--- src/rtl/octal_display_scanner.sv ---
// octal_display_scanner: shows a 16-bit product as six time-multiplexed octal digits with
// leading-zero blanking; new products are swapped in only at frame boundaries.
module octal_display_scanner #(
  parameter int REFRESH_DIV = 50000,
  parameter int DIV_W = 16
) (
  input  logic        clk,
  input  logic        rst,
  input  logic [15:0] product_in,
  input  logic        product_valid,
  output logic        product_ready,
  input  logic        clear,
  output logic [2:0]  digit_bin,
  output logic [5:0]  digit_en,
  output logic        frame_done
);
  typedef enum logic {IDLE, SCAN} state_t;
  state_t state_q, state_d;
  logic [15:0] disp_q, disp_d, pend_q, pend_d;
  logic pend_v_q, pend_v_d;
  logic [2:0] idx_q, idx_d, msd;
  logic [DIV_W-1:0] pre_q, pre_d;
  logic [5:0] digit_en_q, digit_en_d;
  logic [2:0] digit_bin_q, digit_bin_d;
  logic frame_done_q, frame_done_d;
  logic accept, tick, wrap;
  logic [23:0] ext;
  logic [2:0] dig [8];
  assign product_ready = !pend_v_q;
  assign accept = product_valid && product_ready && !clear;
  assign tick = state_q == SCAN && pre_q == DIV_W'(REFRESH_DIV - 1);
  assign wrap = tick && idx_q == 3'd5;
  assign digit_en = digit_en_q;
  assign digit_bin = digit_bin_q;
  assign frame_done = frame_done_q;
  always_comb begin
    state_d = state_q;
    disp_d = disp_q;
    pend_d = pend_q;
    pend_v_d = pend_v_q;
    idx_d = idx_q;
    pre_d = pre_q;
    if (clear) begin
      state_d = IDLE;
      disp_d = '0;
      pend_v_d = 1'b0;
      idx_d = '0;
      pre_d = '0;
    end else if (state_q == IDLE) begin
      if (accept) begin
        state_d = SCAN;
        disp_d = product_in;
        idx_d = '0;
        pre_d = '0;
      end
    end else begin
      pre_d = tick ? '0 : pre_q + 1'b1;
      if (tick) idx_d = wrap ? 3'd0 : idx_q + 3'd1;
      if (wrap && pend_v_q) begin
        disp_d = pend_q;
        pend_v_d = 1'b0;
      end
      // accept needs !pend_v, so it never collides with the swap above
      if (accept) begin
        pend_d = product_in;
        pend_v_d = 1'b1;
      end
    end
    frame_done_d = wrap && !clear;
    ext = {8'b0, disp_d};
    for (int k = 0; k < 8; k++) dig[k] = ext[3*k +: 3];
    msd = '0;
    for (int k = 1; k < 6; k++) if (dig[k] != 3'd0) msd = 3'(k);
    digit_en_d = (state_d == SCAN && idx_d <= msd) ? 6'(1) << idx_d : '0;
    digit_bin_d = digit_en_d != '0 ? dig[idx_d] : '0;
  end
  always_ff @(posedge clk or posedge rst) begin
    if (rst) begin
      state_q <= IDLE;
      disp_q <= '0;
      pend_q <= '0;
      pend_v_q <= 1'b0;
      idx_q <= '0;
      pre_q <= '0;
      digit_en_q <= '0;
      digit_bin_q <= '0;
      frame_done_q <= 1'b0;
    end else begin
      state_q <= state_d;
      disp_q <= disp_d;
      pend_q <= pend_d;
      pend_v_q <= pend_v_d;
      idx_q <= idx_d;
      pre_q <= pre_d;
      digit_en_q <= digit_en_d;
      digit_bin_q <= digit_bin_d;
      frame_done_q <= frame_done_d;
    end
  end
endmodule

--- config.mk ---
export PLATFORM = sky130hd
export DESIGN_NAME = octal_display_scanner
export DESIGN_NICKNAME = d
export VERILOG_FILES = /design/src/rtl/octal_display_scanner.sv
export SDC_FILE = /design/constraint.sdc
export NUM_CORES = 1
export LEC_CHECK = 0
export CORE_UTILIZATION = 45
export CTS_BUF_LIST = sky130_fd_sc_hd__clkbuf_8 sky130_fd_sc_hd__clkbuf_16
export DETAILED_ROUTE_END_ITERATION = 6
export DONT_BUFFER_PORTS = 1
export SLEW_MARGIN = 20
export SYNTH_ARGS = -nofsm -noshare
export SYNTH_HDL_FRONTEND = slang
export SYNTH_SLANG_ARGS = --single-unit
--- constraint.sdc ---
create_clock -name clk -period 6.7 [get_ports clk]
set_input_delay 1.34 -clock clk [delete_from_list [all_inputs] [get_ports clk]]
set_output_delay 1.34 -clock clk [all_outputs]
set_load 0.005 [all_outputs]
## Word-level counts from Yosys, hierarchy flattened

Index checks and enable logic that the tools add are counted.

- Bits in registers: 63
- Input port bits: 20
- Output and inout bits: 11
- Logic and storage cells: 67

- $add $sub $neg: 2
- Order comparisons: 2
- Equal/unequal tests: 2
- Shift operators: 1
- Mux-type cells: 30
- Bitwise gates (word level): 2
- Reduce and logical (&&, ||, !) cells: 19

Operators with widths:

| cell | count |
|---|---|
| $mux W16 | 8 |
| $mux W3 | 12 |
| $reduce_bool A3 Y1 | 6 |
| $add A16 B1 Y16 const B | 1 |
| $eq A16 B16 Y1 const B | 1 |
| $bmux W3 S3 | 1 |
| $mux W1 | 8 |
| $logic_and A1 B1 Y1 | 7 |
| $mux W6 | 1 |
| $reduce_bool A6 Y1 | 1 |
| $shl A1 B3 Y6 const A | 1 |
| $ge A4 B4 Y1 const B | 1 |
| $not A3 Y4 | 1 |
| $add A3 B1 Y3 const B | 1 |
| $eq A3 B3 Y1 const B | 1 |
| $le A3 B3 Y1 | 1 |
| $reduce_and A3 Y1 | 1 |
| $logic_not A1 Y1 | 2 |
| $reduce_and A2 Y1 | 1 |
| $reduce_bool A2 Y1 | 1 |
| $not A1 Y1 | 1 |

## Longest topological paths before layout

- Depth in word-level cells: 18
- Mapped depth: 17
- Depth with buffers taken out: 16

## Worst setup path before layout

Ideal clock, no wire load.

- Path kind: input to register
- From: in clear
- To: reg digit_bin_q[1], in the netlist digit_bin[1]
- Setup time: 0.066 ns
- Data arrival time: 4.346 ns
- Data required time: 6.634 ns
- Slack: 2.287 ns
- Stages: 14
- Buffers on the path: 3
- Cells stage by stage: clkbuf_1 buf_1 clkbuf_1 a31oi_1 o311a_1 nor4_2 o41ai_1 ha_1 nor2b_1 o21ai_0 a32oi_1 nor3_1 nor3b_1 a22o_1

- Elaborated cells on any way between the ends: 30
- Classes of those cells: 1 x order compare; 1 x shift; 19 x mux; 1 x bitwise; 8 x reduce/logical

RTL lines:

| item | RTL line | source |
|---|---|---|
| start, declared | 12 | `input logic clear,` |
| $logic_not A1 Y1 | 30 | `assign accept = product_valid && product_ready && !clear;` |
| $logic_and A1 B1 Y1 | 30 |  |
| $mux W16 | 50 | `if (accept) begin` |
| $mux W16 | 49 | `end else if (state_q == IDLE) begin` |
| $mux W16 (*) | 43 | `if (clear) begin` |
| named net disp_d[14] | 19 | `logic [15:0] disp_q, disp_d, pend_q, pend_d;` |
| $reduce_bool A3 Y1 (*) | 73 | `for (int k = 1; k < 6; k++) if (dig[k] != 3'd0) msd = 3'(k);` |
| $mux W3 (*) (2 in series) | 73 |  |
| $le A3 B3 Y1 (*) | 74 | `digit_en_d = (state_d == SCAN && idx_d <= msd) ? 6'(1) << idx_d : '0;` |
| $logic_and A1 B1 Y1 (*) | 74 |  |
| $mux W6 (*) | 74 |  |
| named net digit_en_d[4] | 23 | `logic [5:0] digit_en_q, digit_en_d;` |
| $reduce_bool A6 Y1 (*) | 75 | `digit_bin_d = digit_en_d != '0 ? dig[idx_d] : '0;` |
| $mux W3 (*) | 75 |  |
| named net digit_bin_d[1] | 24 | `logic [2:0] digit_bin_q, digit_bin_d;` |
| end signal, assigned | 96 | `digit_bin_q <= digit_bin_d;` |
| end, declared | 24 |  |

The timed path passes the listed nets; every way through them passes the cells marked *. The select of a mux whose other input is x is not followed.
A chain may end at the register's enable or synchronous reset.

## Worst setup path in the final report

- From: reg state_q
- To: reg digit_bin_q[1], in the netlist digit_bin[1]

- Longest elaborated chain between the ends: 17
- Elaborated cells on any way between the ends: 31
- Classes of those cells: 1 x order compare; 1 x shift; 19 x mux; 1 x bitwise; 9 x reduce/logical

Ends and longest elaborated chain:

| item | RTL line | source |
|---|---|---|
| start, declared | 18 | `state_t state_q, state_d;` |
| start signal, assigned | 89 | `state_q <= state_d;` |
| $logic_and A1 B1 Y1 | 31 | `assign tick = state_q == SCAN && pre_q == DIV_W'(REFRESH_DIV - 1);` |
| $logic_and A1 B1 Y1 | 32 | `assign wrap = tick && idx_q == 3'd5;` |
| $logic_and A1 B1 Y1 | 59 | `if (wrap && pend_v_q) begin` |
| $mux W16 | 59 |  |
| $mux W16 | 49 |  |
| $mux W16 | 43 |  |
| $reduce_bool A3 Y1 | 73 |  |
| $mux W1 | 73 |  |
| $mux W3 (4 in series) | 73 |  |
| $le A3 B3 Y1 | 74 |  |
| $logic_and A1 B1 Y1 | 74 |  |
| $mux W6 (*) | 74 |  |
| named net digit_en_d[4] | 23 |  |
| $reduce_bool A6 Y1 (*) | 75 |  |
| $mux W3 (*) | 75 |  |
| named net digit_bin_d[1] | 24 |  |

Marks and branches as above.

==> metrics <==
antenna violations before repair=0; overall power=0.0008907 W; # IOs=31; Final setup viols=0; Synth Flop Type=dfrtp_1; initial core utilization=0.4639; first-pass GRT wire length=14260 microns; status=finished, final reports clean; Total GRT Usage=0.2231; r2r setup slk=1.93 ns; XOR/XNOR Fraction of Synth Area=0.01710; crit path time final=4.765 ns; via count of the first global-routing pass=2810; WL final=8727 microns; Synth Instances=about 350; commonest non-fill, non-tap cell in the layout=dfrtp_1; Via density=6.155; Worst path max stage delay=about 0.98 ns; grt ovf=0; unrepaired setup endpoints after global routing=false; Synth Register Bits=63; max_cap viols=0; DRT iter0 DRCs=between 150 and 200; H-tree levels=3; largest net degree at the start of global routing=64; Clock Sinks=63; Pint=0.0006534 W; I/O Buffers=0; WL/cell=19.26 microns; via count=2788; Worst Tran Pin Value=~1 ns; largest family of logic cells by synthesized area=simple AND/OR/NAND/NOR gates; Die Ht=roughly 90 microns; Setup TNS=0 ns; Synthesis Warnings=0; most frequent cells in the layout=dfrtp_1, nand2_1, nor2_1; Synth Area per Inst=~10 sq um; async set-reset flop share out of synthesis=1.000; Die Area=8327 sq um; post-route ant nets=0; post-synthesis mux area share=0.08272; Worst-path clk slew=0.07 ns; arrival time of the worst setup path=between 5 and 6 ns; period utilization=0.7112; hold-fix buffers at CTS=0; critical path's slowest cell=nor4_4; combinational group share of total power=0.137; Util after Layout=0.4998; fmax=209.9 MHz; Reg power frac=0.500; Setup WS pre-CTS=between 1.5 and 2 ns; sw power=0.0002373 W; post-synthesis net count=roughly 370; detailed placement HPWL=6115 microns; Post-CTS Setup Bufs=0; Synth Area in Adders=0.02094; P per Cell Area=230.6 nW/um^2; Final WS setup=1.935 ns; Post-Synthesis Cell Area=~3600 sq um; worst path required time=6.97 ns; final hold vios=0; Synth Area in Compound Gates=0.1731; Core ar.=7727 sq um; Slew HR=0.3152; worst path bufs/invs=0; DRC=0; switch share=0.2665; CTS tree=done; sequential area share after synthesis=0.4398; Leak=1.592 nW; Routability Congestion=0.9268; share of layout cells above drive strength 1=0.1481; # rows=32; Die Width=91.25 microns; Hold Path Class=reg -> reg; CTS Buffer Depth=2; CP Launch Type=flop; delay-heaviest family, CP=simple AND/OR/NAND/NOR gates; VDD IR max=0.1436 mV; crit-path cells=nand4_1 -> nor4_4 -> a221oi_1 -> a22oi_1 -> nand2_1 -> o41ai_1 -> ha_1 -> nor2b_1 -> o21ai_0 -> a32oi_1 -> nor3_1 -> nor3b_1 -> a22o_1; Post-Synth Simple-Gate Area=0.2290; post-CTS sizing=0; n_diodes=0; fin area=around 3900 sq um; Worst-Skew Late Latency=~0.34 ns; crit-path max FO=16; EDFF count, synth=0; Yosys cell types=72; area growth from synthesis to layout=7.749%; clk_skew=0.008832 ns; TritonCTS buffer count=9; crit end category=flop; Clock Power Share=0.363; critical path class=reg -> reg; Area after DPL=3672 sq um; First-pass DRT Iterations=5; final net count=between 300 and 400; fin. max-slew vios=0; Root Buffer=clkbuf_8
## cell families after synthesis
logic type | count (synthesis)
simple gates | 140
compound gates | 73
flops | 63
buf+inv | 33
mux | 26
xor+xnor | 7
fa+ha+maj | 6
## worst paths after layout
path	start	end	depth (start not counted)
setup / recovery	state_q$_DFF_PP0_	digit_bin[1]$_DFF_PP0_	13
hold / removal	pend_q[12]$_DFFE_PP0P_	pend_q[12]$_DFFE_PP0P_	1
setup reg to reg	state_q$_DFF_PP0_	digit_bin[1]$_DFF_PP0_	13
hold reg to reg	pend_q[12]$_DFFE_PP0P_	pend_q[12]$_DFFE_PP0P_	1
max in group asynchronous	rst	digit_en[1]$_DFF_PP0_	2
min in group asynchronous	rst	pend_q[2]$_DFFE_PP0P_	2
## cells in the mapped netlist, types with 2 or more instances
cell | instances | share of area
a2111oi_0 | 3 | 0.0073
a211o_1 | 2 | 0.0049
a211oi_1 | 7 | 0.015
a21o_1 | 2 | 0.0042
a21oi_1 | 8 | 0.011
a22o_1 | 2 | 0.0049
a311oi_4 | 2 | 0.015
a31oi_1 | 7 | 0.012
a41oi_1 | 2 | 0.0049
and2_1 | 4 | 0.0070
and3_1 | 5 | 0.0087
and3b_1 | 4 | 0.0098
and4_1 | 2 | 0.0049
buf_1 | 2 | 0.0021
buf_2 | 5 | 0.0070
clkbuf_1 | 10 | 0.010
dfrtp_1 | 63 | 0.44
ha_1 | 6 | 0.021
inv_1 | 14 | 0.015
mux2_2 | 16 | 0.050
mux2i_1 | 9 | 0.025
nand2_1 | 30 | 0.031
nand2b_1 | 5 | 0.0087
nand3_1 | 9 | 0.013
nand4_1 | 7 | 0.012
nor2_1 | 25 | 0.026
nor2b_1 | 4 | 0.0070
nor3_1 | 14 | 0.020
nor3b_1 | 4 | 0.0084
nor4_1 | 2 | 0.0035
nor4_2 | 2 | 0.0070
nor4_4 | 2 | 0.012
o211ai_1 | 2 | 0.0042
o21ai_0 | 11 | 0.015
o221ai_1 | 2 | 0.0049
o22a_1 | 3 | 0.0073
o311a_1 | 3 | 0.0084
o31ai_1 | 2 | 0.0042
or3_1 | 5 | 0.0087
or4_1 | 4 | 0.0084
xnor2_1 | 2 | 0.0049
xor2_1 | 5 | 0.012
## flip-flops by register name, indices dropped and copies added (netlist names)
name        flops
digit_bin       3
digit_en        6
disp_q         16
frame_done      1
idx_q           3
pend_q         16
pend_v_q        1
pre_q          16
state_q         1
## worst register-to-register path: cells and delay by family, from the launching register on
| kind | cells | cell delay (ns) |
|---|---|---|
| adders and majority gates | 1 | 0.30 |
| AOI/OAI and AO/OA | 6 | 1.17 |
| DFF | 1 | 0.78 |
| and+or+nand+nor | 6 | 2.44 |
## layout make-up
class,instances,area [sq um]
clock buffers,10,137.6
clock inverters,6,52.55
fillers,712,3865
inverters,15,56.30
multi-input cells,252,1874
flip-flops and latches,63,1577
well taps,102,127.6
repair buffers,5,37.54
## metrics by stage
stage,hold WS (ns),cells
after floorplan,0.4716,348
after global placement,0.4909,437
after detailed placement,0.4927,437
after CTS,0.5079,453
after global routing,0.5297,453
final,0.5020,453
## power by group through the flow
| stage | clock (W) | sequential (W) | combinational (W) |
|---|---|---|---|
| after floorplan | 0 | 0.000441 | 0.000103 |
| after global placement | 0 | 0.000453 | 0.000119 |
| after detailed placement | 0 | 0.000452 | 0.000122 |
| after CTS | 0.000331 | 0.000445 | 0.000123 |
| after global routing | 0.000347 | 0.000450 | 0.000136 |
| final | 0.000324 | 0.000445 | 0.000122 |
## routing by layer
metal  GRT usage  part of all wire  wire length (microns)
met5           0                 0                      0
met4      0.1019             0.026                    229
met3     0.05276             0.044                    380
met2      0.3617              0.48                   4195
met1      0.2823              0.45                   3923
Note: power is estimated with default switching activity, not from simulation.
